==> src/rtl/fft_pkg.sv <==
// ----------------------------------------------------------------------------
// fft_pkg
// Shared types and constants for the in-place radix-2 DIT FFT engine.
//   LOG2N / N  : default transform size (1024 points)
//   addr_t     : operand address type for the default size
//   stage_t    : stage index type for the default size
//   state_t    : sequencer state encoding
//   stage_w()  : width of a stage index for a given LOG2N
// ----------------------------------------------------------------------------
package fft_pkg;

    localparam int LOG2N = 10;
    localparam int N     = 1 << LOG2N;

    // A one-stage transform would need a zero-width stage index; floor at 1 bit.
    function automatic int stage_w(input int log2n);
        return (log2n > 1) ? $clog2(log2n) : 1;
    endfunction

    typedef logic [LOG2N-1:0]          addr_t;
    typedef logic [stage_w(LOG2N)-1:0] stage_t;

    typedef enum logic [1:0] {
        ST_IDLE  = 2'd0,
        ST_RUN   = 2'd1,
        ST_DRAIN = 2'd2,
        ST_DONE  = 2'd3
    } state_t;

endpackage

==> src/rtl/fft_bf_addr_gen.sv <==
// ----------------------------------------------------------------------------
// fft_bf_addr_gen
// Combinational butterfly address generator for stage s, butterfly k.
//   s_i       : stage index
//   k_i       : butterfly index within the stage (0 .. N/2-1)
//   addr_a_o  : upper-wing operand address  (grp << (s+1)) | pos
//   addr_b_o  : lower-wing operand address  addr_a + (1 << s)
//   tw_addr_o : twiddle ROM index           pos << (LOG2N-1-s)
// where pos = k & ((1<<s)-1) and grp = k >> s. LOG2N must be at least 2.
// ----------------------------------------------------------------------------
module fft_bf_addr_gen
    import fft_pkg::*;
#(
    parameter int LOG2N = fft_pkg::LOG2N,
    parameter int SW    = fft_pkg::stage_w(LOG2N)
) (
    input  logic [SW-1:0]    s_i,
    input  logic [LOG2N-2:0] k_i,
    output logic [LOG2N-1:0] addr_a_o,
    output logic [LOG2N-1:0] addr_b_o,
    output logic [LOG2N-2:0] tw_addr_o
);

    logic [LOG2N-1:0] k_ext_s;
    logic [LOG2N-1:0] half_s;
    logic [LOG2N-1:0] pos_s;
    logic [LOG2N-1:0] grp_s;
    logic [SW:0]      sh_a_s;
    logic [SW:0]      sh_tw_s;

    // Address and twiddle derivation; pos < half so the twiddle never overflows LOG2N-1 bits.
    always_comb begin
        k_ext_s   = {1'b0, k_i};
        half_s    = {{(LOG2N-1){1'b0}}, 1'b1} << s_i;
        pos_s     = k_ext_s & (half_s - {{(LOG2N-1){1'b0}}, 1'b1});
        grp_s     = k_ext_s >> s_i;
        sh_a_s    = {1'b0, s_i} + {{SW{1'b0}}, 1'b1};
        sh_tw_s   = (SW+1)'(LOG2N-1) - {1'b0, s_i};
        addr_a_o  = (grp_s << sh_a_s) | pos_s;
        addr_b_o  = addr_a_o + half_s;
        tw_addr_o = pos_s[LOG2N-2:0] << sh_tw_s;
    end

endmodule

==> src/rtl/fft_stage_sequencer.sv <==
// ----------------------------------------------------------------------------
// fft_stage_sequencer
// Walks every stage and butterfly of an N-point in-place radix-2 DIT FFT and
// issues one butterfly command per valid/ready handshake.
//   clk, rst          : clock, synchronous active-high reset
//   start             : begin a transform (only honoured in IDLE)
//   busy, done        : transform in progress / one-cycle completion pulse
//   bf_valid/bf_ready : butterfly command handshake
//   addr_a, addr_b    : operand addresses; tw_addr : twiddle index
//   stage             : current stage; last : final butterfly of final stage
// Build option FFT_SEQ_DRAIN_EN: insert PIPE_LAT idle cycles after every stage
// (including the last) so the datapath writes back before the next stage reads.
// PIPE_LAT must be at least 1 when the drain is built in.
// ----------------------------------------------------------------------------
module fft_stage_sequencer
    import fft_pkg::*;
#(
    parameter  int LOG2N    = fft_pkg::LOG2N,
    parameter  int PIPE_LAT = 4,
    localparam int SW       = fft_pkg::stage_w(LOG2N)
) (
    input  logic             clk,
    input  logic             rst,
    input  logic             start,
    output logic             busy,
    output logic             done,
    output logic             bf_valid,
    input  logic             bf_ready,
    output logic [LOG2N-1:0] addr_a,
    output logic [LOG2N-1:0] addr_b,
    output logic [LOG2N-2:0] tw_addr,
    output logic [SW-1:0]    stage,
    output logic             last
);

    localparam int            KW     = LOG2N - 1;
    localparam logic [KW-1:0] K_LAST = {KW{1'b1}};   // N/2-1
    localparam logic [SW-1:0] S_LAST = SW'(LOG2N - 1);

    state_t          state_q, state_d;
    logic [SW-1:0]   s_q, s_d;
    logic [KW-1:0]   k_q, k_d;
    logic            busy_d;
    logic            done_d;
    logic            run_d_s;
    logic [LOG2N-1:0] gen_a_s;
    logic [LOG2N-1:0] gen_b_s;
    logic [LOG2N-2:0] gen_tw_s;

`ifdef FFT_SEQ_DRAIN_EN
    localparam int            CW       = (PIPE_LAT > 1) ? $clog2(PIPE_LAT) : 1;
    localparam logic [CW-1:0] CNT_LAST = CW'(PIPE_LAT - 1);
    logic [CW-1:0] cnt_q, cnt_d;
`else
    localparam int unused_pipe_lat = PIPE_LAT;
`endif

    // Addresses are generated from the next-state counters so they can be registered.
    fft_bf_addr_gen #(
        .LOG2N (LOG2N),
        .SW    (SW)
    ) u_addr_gen (
        .s_i       (s_d),
        .k_i       (k_d),
        .addr_a_o  (gen_a_s),
        .addr_b_o  (gen_b_s),
        .tw_addr_o (gen_tw_s)
    );

    // Next-state logic: stage/butterfly counters, drain counter and status flags.
    always_comb begin
        state_d = state_q;
        s_d     = s_q;
        k_d     = k_q;
        busy_d  = busy;
        done_d  = 1'b0;
`ifdef FFT_SEQ_DRAIN_EN
        cnt_d   = cnt_q;
`endif
        case (state_q)
            ST_IDLE: begin
                if (start) begin
                    state_d = ST_RUN;
                    s_d     = '0;
                    k_d     = '0;
                    busy_d  = 1'b1;
                end else begin
                    state_d = ST_IDLE;
                end
            end
            ST_RUN: begin
                if (bf_valid && bf_ready) begin
                    if (k_q == K_LAST) begin
                        k_d = '0;
`ifdef FFT_SEQ_DRAIN_EN
                        state_d = ST_DRAIN;
                        cnt_d   = '0;
`else
                        if (s_q == S_LAST) begin
                            state_d = ST_DONE;
                            done_d  = 1'b1;
                        end else begin
                            s_d = s_q + {{(SW-1){1'b0}}, 1'b1};
                        end
`endif
                    end else begin
                        k_d = k_q + {{(KW-1){1'b0}}, 1'b1};
                    end
                end else begin
                    k_d = k_q;
                end
            end
            ST_DRAIN: begin
`ifdef FFT_SEQ_DRAIN_EN
                if (cnt_q == CNT_LAST) begin
                    if (s_q == S_LAST) begin
                        state_d = ST_DONE;
                        done_d  = 1'b1;
                    end else begin
                        state_d = ST_RUN;
                        s_d     = s_q + {{(SW-1){1'b0}}, 1'b1};
                        k_d     = '0;
                    end
                end else begin
                    cnt_d = cnt_q + {{(CW-1){1'b0}}, 1'b1};
                end
`else
                state_d = ST_IDLE;
                busy_d  = 1'b0;
`endif
            end
            ST_DONE: begin
                state_d = ST_IDLE;
                s_d     = '0;
                busy_d  = 1'b0;
            end
            default: begin
                state_d = ST_IDLE;
                s_d     = '0;
                k_d     = '0;
                busy_d  = 1'b0;
            end
        endcase
        run_d_s = (state_d == ST_RUN);
    end

    // State and output registers; command outputs read zero outside RUN.
    always_ff @(posedge clk) begin
        if (rst) begin
            state_q  <= ST_IDLE;
            s_q      <= '0;
            k_q      <= '0;
            busy     <= 1'b0;
            done     <= 1'b0;
            bf_valid <= 1'b0;
            addr_a   <= '0;
            addr_b   <= '0;
            tw_addr  <= '0;
            last     <= 1'b0;
`ifdef FFT_SEQ_DRAIN_EN
            cnt_q    <= '0;
`endif
        end else begin
            state_q  <= state_d;
            s_q      <= s_d;
            k_q      <= k_d;
            busy     <= busy_d;
            done     <= done_d;
            bf_valid <= run_d_s;
            addr_a   <= run_d_s ? gen_a_s  : '0;
            addr_b   <= run_d_s ? gen_b_s  : '0;
            tw_addr  <= run_d_s ? gen_tw_s : '0;
            last     <= run_d_s && (s_d == S_LAST) && (k_d == K_LAST);
`ifdef FFT_SEQ_DRAIN_EN
            cnt_q    <= cnt_d;
`endif
        end
    end

    assign stage = s_q;

endmodule

==> config.mk <==
export PLATFORM = sky130hd
export DESIGN_NAME = fft_stage_sequencer
export DESIGN_NICKNAME = d
export VERILOG_FILES = /design/src/rtl/fft_pkg.sv /design/src/rtl/fft_bf_addr_gen.sv /design/src/rtl/fft_stage_sequencer.sv
export SDC_FILE = /design/constraint.sdc
export NUM_CORES = 1
export LEC_CHECK = 0
export ABC_AREA = 1
export BUFFER_PORTS_ARGS = -buffer_cell sky130_fd_sc_hd__buf_2
export CORE_MARGIN = 2
export CORE_UTILIZATION = 60
export CTS_CLUSTER_SIZE = 28
export DETAILED_ROUTE_END_ITERATION = 10
export PLACE_DENSITY = 0.92
export SLEW_MARGIN = 10
export SYNTH_ARGS = -nofsm -noshare
export SYNTH_HDL_FRONTEND = slang
export SYNTH_HIERARCHICAL = 1
export SYNTH_SLANG_ARGS = --single-unit
==> constraint.sdc <==
create_clock -name clk -period 5 [get_ports clk]
set_input_delay 0.5 -clock clk [delete_from_list [all_inputs] [get_ports clk]]
set_output_delay 0.5 -clock clk [all_outputs]
set_load 0.02 [all_outputs]
# == After elaboration in Yosys (flattened, before gate mapping) ==
# Cells that the tools add are included.
# word_totals
output_inout_bits,37
elab_cells,61
in_bits,4
register_bits,48
# op_classes
muxes,17
bitwise,6
n_eq_ne,9
n_reduce_logical,9
n_shift,4
add_sub_neg,6
# op_table
operator,n
9-bit two-way mux,3
"9-bit == test, second input constant",2
9-bit case mux with 2 select lines,1
4-bit two-way mux,4
4-bit case mux with 3 select lines,1
10-bit adder,1
9-bit by 10-bit bitwise AND with 10-bit output,1
10-bit bitwise OR,1
"1-bit by 4-bit << shifter with 10-bit output, first input constant",1
10-bit by 5-bit << shifter with 10-bit output,1
9-bit by 4-bit right shift with 10-bit output,1
"10-bit by 1-bit subtractor with 10-bit output, second input constant",1
"9-bit by 1-bit adder with 9-bit output, second input constant",1
9-bit by 5-bit << shifter with 9-bit output,1
"4-bit == test, second input constant",2
2-bit two-way mux,3
2-bit case mux with 3 select lines,1
"4-bit by 1-bit adder with 5-bit output, second input constant",1
"4-bit by 4-bit subtractor with 5-bit output, first input constant",1
"4-bit by 1-bit adder with 4-bit output, second input constant",1
"2-bit by 1-bit == test with 1-bit output, second input constant",2
"2-bit == test, second input constant",2
1-bit inverter,4
2-bit OR reduction,2
other kinds (8),12

# == Longest topological paths before layout ==
# Gate-level depths: netlist of the first run.
# depth
depth_word,10
mapped_depth,40
depth_no_buf,39

# == Cells and area by module ==
# Netlist of the first run, hierarchy kept.
# modules_own_cells
module,cells_per_inst,seq_area_each_um2,area_each_um2,instances
fft_stage_sequencer,285,960.9,2167.1,1
fft_bf_addr_gen,348,0.0,1974.4,1

# == Worst setup path after synthesis of the first run ==
# No wires, ideal clock.
# synth_path
path_type,flip-flop to flip-flop
from,register k_q[1]
to,register addr_b[8]
stages_incl_launch_ff,34
arrival_ns,4.488
period_less_slack_ns,4.552
t_required_ns,4.936
path_slack_ns,0.448
setup_time_ns,0.064
n_path_buf,4
path_cell_list,dfxtp_1 ha_1 nand2_1 inv_1 nand2_1 nor2_1 ha_1 inv_1 nor2_2 nand2_1 nor2_1 nand2_1 nand2_1 buf_6 inv_4 buf_6 buf_2 ha_1 buf_2 clkinv_1 nand2_1 o21ai_1 ha_1 fa_1 nand3_1 nand2_1 nand2_1 nand2_1 a21oi_1 o21ai_0 a21oi_1 xnor2_1 inv_1 nor2_1
# synth_between
elab_chain_cells,9
word_cells_on_any_way,23
cone_classes,4 x add/sub; 2 x eq/ne; 3 x shift; 10 x mux; 3 x bitwise; 1 x reduce/logical
# synth_rtl
element,line_no,text
from (decl),fft_stage_sequencer.sv:42,"logic [KW-1:0] k_q, k_d;"
from (signal assigned),fft_stage_sequencer.sv:166,k_q <= k_d;
9-bit == test (*),fft_stage_sequencer.sv:93,if (k_q == K_LAST) begin
4-bit two-way mux (*),fft_stage_sequencer.sv:93,
4-bit two-way mux (*),fft_stage_sequencer.sv:92,if (bf_valid && bf_ready) begin
4-bit case mux with 3 select lines (*),fft_stage_sequencer.sv:80,case (state_q)
via s_d[0],fft_stage_sequencer.sv:41,"logic [SW-1:0] s_q, s_d;"
1-bit by 4-bit << shifter with 10-bit output,fft_bf_addr_gen.sv:34,"half_s = {{(LOG2N-1){1'b0}}, 1'b1} << s_i;"
10-bit by 1-bit subtractor with 10-bit output,fft_bf_addr_gen.sv:35,"pos_s = k_ext_s & (half_s - {{(LOG2N-1){1'b0}}, 1'b1});"
9-bit by 10-bit bitwise AND with 10-bit output,fft_bf_addr_gen.sv:35,
10-bit bitwise OR (*),fft_bf_addr_gen.sv:39,addr_a_o = (grp_s << sh_a_s) | pos_s;
via gen_a_s[0],fft_stage_sequencer.sv:46,logic [LOG2N-1:0] gen_a_s;
10-bit adder (*),fft_bf_addr_gen.sv:40,addr_b_o = addr_a_o + half_s;
via gen_b_s[8],fft_stage_sequencer.sv:47,logic [LOG2N-1:0] gen_b_s;
to (signal assigned),fft_stage_sequencer.sv:171,addr_b <= run_d_s ? gen_b_s : '0;
to (decl),fft_stage_sequencer.sv:30,"output logic [LOG2N-1:0] addr_b,"
# The timed path passes the listed nets; every way through them passes the cells marked *.
# A chain may end at the register's enable or synchronous reset.

# == Worst setup path in the final report of the first run ==
# layout_path
from,register k_q[4]
to,register addr_b[9]
# The elaborated chain is that of the path after synthesis.

==> results of run 1 <==
## repair_timing
item | CTS | global route
resized for setup | 2 | 30
buffers inserted | 2 | 3
setup endpoints to repair | 1 | 5
pin swaps | 0 | 2
## metal layers
layer | vias up | routed length, um | track usage | part of all wire
met5 | - | 0 | 0 | 0
met4 | 0 | 313 | 0.105 | 0.029
met3 | 28 | 649 | 0.0313 | 0.060
met2 | 155 | 4990 | 0.472 | 0.46
met1 | 1874 | 4850 | 0.396 | 0.45
li1 | 2085 | - | - | -
## cell families (layout without fill, tap and decap cells)
family	Yosys count	after routing	share of synthesized area
AOI/OAI and AO/OA	63	63	0.0915
xor gates and xnor gates	10	10	0.0230
adders and majority gates	24	24	0.0743
buffers and inverters	123	179	0.133
DFF	48	48	0.232
muxes	1	1	0.00242
and+or+nand+nor	364	364	0.444
## report_power, final
group	switching, W	leakage, nW	total [W]	internal (W)
registers	0.00000432	0.390	0.000393	0.000388
logic	0.0000809	1.86	0.000114	0.0000332
clock network	0.000136	0.0548	0.000287	0.000151
## worst max path at each step
stage	end	slack [ps]	depth (start not counted)
floorplan	addr_b[8]$_SDFF_PP0_	450	33
global placement	addr_b[7]$_SDFF_PP0_	150	31
detailed placement	addr_b[7]$_SDFF_PP0_	-40	31
CTS	addr_b[7]$_SDFF_PP0_	30	30
global route	addr_b[9]$_SDFF_PP0_	-30	34
finish	addr_b[9]$_SDFF_PP0_	270	30
## synthesized netlist by cell type, drive strengths merged (3+ instances only)
cell	n
nand2	191
inv	104
nor2	87
nand3	70
dfxtp	48
a21oi	25
ha	23
o21ai	23
buf	14
xor2	8
nand4	6
nor3	4
o211ai	4
a31oi	3
clkbuf	3
o22ai	3
## layout make-up
| type | instances | share of cell area |
|---|---|---|
| timing repair buffer | 65 | 0.0860 |
| multi-input combinational | 462 | 0.576 |
| tap | 80 | 0.0213 |
| clock buffer | 5 | 0.0146 |
| clock inverter | 3 | 0.00985 |
| sequential | 48 | 0.205 |
| inverter | 106 | 0.0873 |
## registers in the layout (all words and copies together) (netlist names)
register / cells
addr_a: 10
addr_b: 10
k_q: 9
tw_addr: 9
stage: 4
state_q: 2
bf_valid: 1
busy: 1
done: 1
last: 1
## worst max-delay path: cells and delay by family (launching register included)
family                     cells  cell delay (ps)
and+or+nand+nor               17             1980
adders and majority gates      4             1080
AOI/OAI and AO/OA              4              630
DFF                            1              390
buffers and inverters          4              320
xor gates and xnor gates       1              190
## metrics by stage
step           utilization  total power, W  hold slack, ps
5_1_grt              0.700        0.000822             520
2_1_floorplan            -        0.000489             491
3_5_place_dp         0.664        0.000512             462
3_3_place_gp         0.664        0.000509             448
4_1_cts              0.684        0.000797             477
6_report             0.700        0.000794             479
==> flow_summary.toml, run 1 <==
[die]
die_area_um2 = 7580
fp.dieW_um = 87.1
start_util = 0.616
core_area_um2 = 6720
die_h_um = 87.1
num_rows = 30
ios = 41

[grt]
overflow = 0
grt_antenna_before_repair = 0
grt_max_degree = 30
grt_usage = 0.290
grt_pass1_vias = 3747
grt_pass1_wl_um = 17400

[timing]
finalClockSkew_ps = 6.49
hold_viol = 0
max_freq_ghz = 0.211
setup_viol = 0
finalMaxSlewViolations = 0
relSlewSlack = 0.497
tns_ps = 0
timing.final.crit_share = 0.946
period_needed_ps = 4730
worst_pin_slew_ps = 754
fin_ws_ps = 271

[synth]
netlist.area_leader.share = 0.232
synthTopCellsByArea = "dfxtp_1 23%, nand2_1 15%, inv_1 8.2%"
ys_seq_elements = 48
yosysSeqAreaShare = 0.232
async_flop_share = 0
ys_types = 47
postSynthAreaPerCell_um2 = 6.54
synth_nets = 661
ys_warn_count = 6
netlist_area_um2 = 4140
synth_area_leader_cell = "dfxtp_1"
synth-edff-count = 0
synth_ff_type = "dfxtp_1"
synthCells = 633

[min_path]
holdPathEnd = "busy$_SDFFE_PP0P_"
hold_path_startpoint = "busy$_SDFFE_PP0P_"
hold_path.class = "reg -> reg"
min_path_cells = 2

[routing]
drt-initial-drc-count = 341
wl_per_cell_um = 14.1
ant_nets = 0
vias = 4142
drc = 0
avgViaCountPerCell = 5.39
firstDrtPassIters = 5
wl_um = 10800

[setup_path]
reg2reg_slack_ps = 270
crit_type = "reg -> reg"
critPathLaunchType = "flop"
end_kind = "flop"
critPathMaxFanout = 8
crit_path_top_delay_cell = "dfxtp_1"
cp-startpoint = "k_q[4]$_SDFF_PP0_"
rr_worst_depth = 30
r2r_end = "addr_b[9]$_SDFF_PP0_"
max_stage_delay_ps = 390
path_common_cell = "nand2_1"
r2r-start = "k_q[4]$_SDFF_PP0_"
arrival_ps = 4910
cp.required_ps = 5180

[clocking]
insertion_delay_ps = 300
hold_buffers = 0
clkTransAtPathRegs_ps = 90
cts_root_buf = "clkbuf_8"
cts_sinks = 48
cts_tree = "done"
cts_buffers = 5
htree_levels = 2
max-clock-path-buffers = 2

[placed_design]
postPlaceCellArea_um2 = 4460
place_congestion = 1.00
dp.cells = 756
pre_cts_ws_ps = -43.4
port-buffer-count = 40
dp_hpwl_um = 8740

[final_layout]
final_cell_mix = "165 x nand2_1, 87 x inv_1, 56 x nor2_1"
antennaDiodeCount = 0
final_common_cell = "nand2_1"
nets = 716
fin_area_um2 = 4700
filler_cell_count = 582
layout-drive-gt1-share = 0.269
final_cells = 769
syn2layout_area_growth_pct = 13.5
seq_area_um2 = 965
multi_input_area_um2 = 2710

[power_and_ir_drop]
peakVddDrop_mv = 0.100
power.leakage_nw = 2.30
power-per-cell-area_nw_per_um2 = 169

[outcome]
outcome = "finished, final reports clean"

[flow_run]
max_cap_violations = 0
No activity file was read; power rests on OpenSTA's default activity.
==> run 2: changes to the inputs <==
- CORE_MARGIN: 2 -> not set
- RECOVER_POWER: not set -> 25
==> flow_summary.toml, run 2 (synthesis results as in run 1) <==
[power_and_ir_drop]
p_switching_w = 0.000221
power-per-cell-area_nw_per_um2 = 170
pwr-share-seq = 0.487
switching_share = 0.274
comb_power_share = 0.143
clockPowerShare = 0.370
internal_power_w = 0.000585
power.leakage_nw = 2.18
fin_total_pwr_w = 0.000806
peakVddDrop_mv = 0.0961

[routing]
avgViaCountPerCell = 5.58
drc = 0
ant_nets = 0
top_layer = "met4"
drt-initial-drc-count = 481
vias = 4246
wl_per_cell_um = 14.7
firstDrtPassIters = 5
wl_met1_um = 4750
dr_wl_met2_um = 5430
dr_wl_met3_um = 787
wl_um = 11200

[die]
core_area_um2 = 6490
die_area_um2 = 7240
start_util = 0.638
num_rows = 29
fp.dieW_um = 85.1
die_h_um = 85.1
ios = 41

[final_layout]
top_regs = "addr_a x10, addr_b x10"
nets = 711
final_cell_mix = "163 x nand2_1, 86 x inv_1, 56 x nand3_1"
multi_input_area_um2 = 2790
antennaDiodeCount = 0
layout-drive-gt1-share = 0.250
syn2layout_area_growth_pct = 14.1
filler_cell_count = 521
final_core_util = 0.728
final_common_cell = "nand2_1"
seq_area_um2 = 963

[outcome]
outcome = "finished, final reports clean"

[timing]
setup_viol = 0
period_needed_ps = 4780
finalMaxSlewViolations = 0
relSlewSlack = 0.492
worst_pin_slew_ps = 761
hold_viol = 0
max_freq_ghz = 0.209
finalClockSkew_ps = 8.16
timing.final.crit_share = 0.956

[grt]
grt_usage = 0.308
grt_max_degree = 30
overflow = 0
grt_pass1_vias = 3736
grt_pass1_wl_um = 17700
grt_antenna_before_repair = 0

[clocking]
hold_buffers = 0
insertion_delay_ps = 310
cts_tree = "done"
max-clock-path-buffers = 2
clkTransAtPathRegs_ps = 90
cts_sinks = 48
htree_levels = 2
cts_buffers = 5
cts_root_buf = "clkbuf_8"

[setup_path]
critPathMaxFanout = 6
crit_type = "reg -> reg"
critPathLaunchType = "flop"
arrival_ps = 4970
path_common_cell = "nand2_1"
end_kind = "flop"
max_stage_delay_ps = 580
cp.required_ps = 5180
crit_path_top_delay_cell = "o311ai_0"

[placed_design]
dp_hpwl_um = 8590
place_congestion = 1.02
port-buffer-count = 40

[min_path]
hold_path.class = "reg -> reg"

[flow_run]
max_cap_violations = 0
run 2: layout make-up:
type,instances,share of cell area
clock buffer,6,0.0175
multi-input combinational,462,0.590
sequential,48,0.204
inverter,106,0.0879
clock inverter,2,0.00821
timing repair buffer,60,0.0725
tap,77,0.0204
run 2: repair_timing:
action / CTS / global route
resized for setup: 6 / 42
pin swaps: 0 / 4
hold endpoints to repair: 0 / 0
setup endpoints to repair: 3 / 5
setup buffers: 0 / 6
run 2: per-stage QoR:
step                      TNS, ps  hold WS [ps]  area [um2]  instances  worst slack [ps]
after floorplan                 0           491        4140        633               448
after global placement          0           450        4400        747              56.3
after detailed placement     -367           458        4400        747              -155
after CTS                       0           472        4550        755              44.2
after global routing        -19.2           513        4730        761             -19.2
final                           0           469        4730        761               218
run 2: metal layers:
metal | up-vias | global-route usage
met3 | 20 | 0.0457
li1 | 2078 | -
met4 | 0 | 0.0955
met5 | - | 0
met1 | 1961 | 0.403
met2 | 187 | 0.523
run 2: critical path: cells and delay by family (launching register included):
family,cells,cell delay [ps]
AO/OA/AOI/OAI,3,890
flip-flops,1,360
buffers and inverters,7,770
adder cells (fa/ha/maj),3,780
AND/OR/NAND/NOR,21,1860
run 2: worst paths after layout:
| path | to | start | cells after the start | slack (ps) |
|---|---|---|---|---|
| max | addr_b[9]$_SDFF_PP0_ | k_q[0]$_SDFF_PP0_ | 34 | 220 |
| min | busy$_SDFFE_PP0P_ | busy$_SDFFE_PP0P_ | 2 | 470 |
| max reg2reg | addr_b[9]$_SDFF_PP0_ | k_q[0]$_SDFF_PP0_ | 34 | 220 |
| min reg2reg | busy$_SDFFE_PP0P_ | busy$_SDFFE_PP0P_ | 2 | 470 |
run 2: power groups by stage:
stage          clock [W]  sequential (W)  combinational, W
6_report        0.000298        0.000393          0.000115
5_1_grt         0.000317        0.000394          0.000125
4_1_cts         0.000301        0.000392          0.000110
3_5_place_dp           0        0.000401          0.000108
3_3_place_gp           0        0.000401          0.000107
2_1_floorplan          0        0.000407         0.0000827
==> run 3: changes to the inputs <==
- ABC_AREA: 1 -> not set
- CELL_PAD_IN_SITES_DETAIL_PLACEMENT: not set -> 0
- CELL_PAD_IN_SITES_GLOBAL_PLACEMENT: not set -> 1
- CORE_UTILIZATION: 60 -> 44
- PLACE_DENSITY: 0.92 -> 0.91
==> flow_summary.toml, run 3 <==
[die]
die_area_um2 = 8730
start_util = 0.466
ios = 41
fp.dieW_um = 93.4
die_h_um = 93.4
core_area_um2 = 7890
num_rows = 32

[setup_path]
end_kind = "flop"
path_common_cell = "and3_4"
max_stage_delay_ps = 360
cp.depth = 25
timing.critical_path.buf_inv = 2
rr_worst_depth = 25
path_delay_family = "compound AO/OA/AOI/OAI gates"
critPathLaunchType = "flop"
arrival_ps = 5330
crit_path_top_delay_cell = "dfxtp_2"
cp.required_ps = 5260
critPathMaxFanout = 5
crit_type = "reg -> reg"

[routing]
drt-initial-drc-count = 332
wl_per_cell_um = 17.0
wl_um = 11200
vias = 3912
firstDrtPassIters = 5
drc = 0
ant_nets = 0
avgViaCountPerCell = 5.95

[timing]
period_needed_ps = 5080
tns_ps = -112
setup_viol = 3
finalMaxSlewViolations = 0
hold_viol = 0
timing.final.crit_share = 1.02
fin_ws_ps = -76.5
holdWs_ps = 509
worst_pin_slew_ps = 655
max_freq_ghz = 0.197
relSlewSlack = 0.564
finalClockSkew_ps = 10.4
grt_setup_unrepaired = "yes"

[grt]
grt_usage = 0.256
grt_max_degree = 24
grt_antenna_before_repair = 0
overflow = 0
grt_pass1_wl_um = 17600
grt_pass1_vias = 3603

[final_layout]
antennaDiodeCount = 0
nets = 583
layout-drive-gt1-share = 0.295
syn2layout_area_growth_pct = 31.8
final_cell_mix = "69 x buf_4, 46 x dfxtp_1, 31 x nor2_1"
top_regs = "addr_a x10, addr_b x10"
final_core_util = 0.614
final_common_cell = "buf_4"

[placed_design]
place_congestion = 0.986
port-buffer-count = 40
dp_hpwl_um = 8100

[synth]
synth_ff_type = "dfxtp_1"
netlist.area_leader.share = 0.261
synthTopCellsByArea = "dfxtp_1 26%, ha_1 7.8%, mux2i_1 5.2%"
postSynthAreaPerCell_um2 = 8.08
ys_seq_elements = 48
synth_nets = 483
synth-edff-count = 0
async_flop_share = 0
yosysSeqAreaShare = 0.261
netlist_top_cells_count = "48 x dfxtp_1, 33 x nor2_1, 29 x nand2_1, 29 x o21ai_0, 28 x and2_1"
synth_area_leader_cell = "dfxtp_1"
synthCells = 455
ys_warn_count = 6
synth.most_common_cell = "dfxtp_1"
ys_types = 78
netlist_area_um2 = 3680

[clocking]
clkTransAtPathRegs_ps = 100
max-clock-path-buffers = 2
cts_tree = "done"
cts_sinks = 48
cts_buffers = 5
insertion_delay_ps = 310
cts_root_buf = "clkbuf_8"
htree_levels = 2

[power_and_ir_drop]
peakVddDrop_mv = 0.0963
power.leakage_nw = 2.15
power-per-cell-area_nw_per_um2 = 147

[flow_run]
max_cap_violations = 0

[min_path]
min_path_cells = 2
hold_path.class = "reg -> reg"

[outcome]
violations = "negative setup slack"
outcome = "complete, but fails checks"
[run 3: changes by cell type in the layout (fill, tap and decap cells not counted), sizes merged, moves of 6 or more]
cell,before,now
and2,1,29
nor2,87,33
nand2,191,30
and3,1,13
nor3,4,10
inv,103,17
mux2i,1,20
nor2b,1,14
nand3,70,15
buf,41,95
o21ai,23,29
[run 3: cell type report]
type,instances,area [um2]
fill,625,3040
clock buffer,5,68.8
timing repair buffer,117,831
inverter,18,72.6
multi-input combinational,365,2740
tap,102,128
clock inverter,3,42.5
sequential,48,963
[run 3: kinds of logic after synthesis]
group,count (synthesis),share of synthesized area
compound gates,120,0.220
xor+xnor,14,0.0333
fa+ha+maj,24,0.0837
buf+inv,42,0.0473
flops,48,0.261
mux,27,0.0840
simple gates,180,0.270
[run 3: repair_timing]
action,4_1_cts,5_1_grt
hold buffers,0,0
gates resized for setup,10,28
pin swaps,6,16
cloned,0,2
endpoints found under the setup margin,3,5
buffers inserted,4,13
[run 3: worst register-to-register path, cell delays in order, from the launching register on]
cell and delay [ps]:
dfxtp_2 360, ha_4 150, and3_4 200, and3_4 190, and3_4 220, ha_4 170
and3_4 190, o211ai_1 160, o22ai_2 260, buf_4 160, buf_12 110, mux2_4 330
a32oi_4 280, nand3_4 140, o211ai_1 280, and2_4 210, o31ai_4 60, ha_1 320
nand2_1 80, nor2_2 50, a2111oi_2 350, o21bai_1 110, a21o_1 190, a31oi_2 200
xor2_1 160, and2_1 130
[run 3: where the power goes]
part	total (W)	internal, W	switching, W
clock	0.000282	0.000148	0.000134
sequential	0.000388	0.000385	0.00000273
combinational	0.0000400	0.0000143	0.0000257
total	0.000710	0.000547	0.000163
[run 3: through the flow]
step	setup WS [ps]	power, W	instance area, um2	cells
2_1_floorplan	27.1	0.000419	3740	455
3_3_place_gp	-13.6	0.000432	4400	631
3_5_place_dp	-88.0	0.000433	4400	631
4_1_cts	7.77	0.000717	4590	643
5_1_grt	-291	0.000741	4850	658
6_report	-76.5	0.000710	4850	658
[run 3: per-layer routing]
metal  vias to the layer above  wire (um)  part of all wire  GRT usage
met5                         -          0                 0          0
met2                       185       5260              0.47      0.422
met1                      1846       4920              0.44      0.340
met4                         0        220             0.020     0.0923
li1                       1858          -                 -          -
met3                        23        773             0.069     0.0341
[run 3: path summary, 6_finish.rpt]
kind / start / to / slack [ps]
hold / removal: busy$_SDFFE_PP0P_ / busy$_SDFFE_PP0P_ / 510
setup / recovery: k_q[0]$_SDFF_PP0_ / addr_b[9]$_SDFF_PP0_ / -80
setup reg to reg: k_q[0]$_SDFF_PP0_ / addr_b[9]$_SDFF_PP0_ / -80
hold reg to reg: busy$_SDFFE_PP0P_ / busy$_SDFFE_PP0P_ / 510
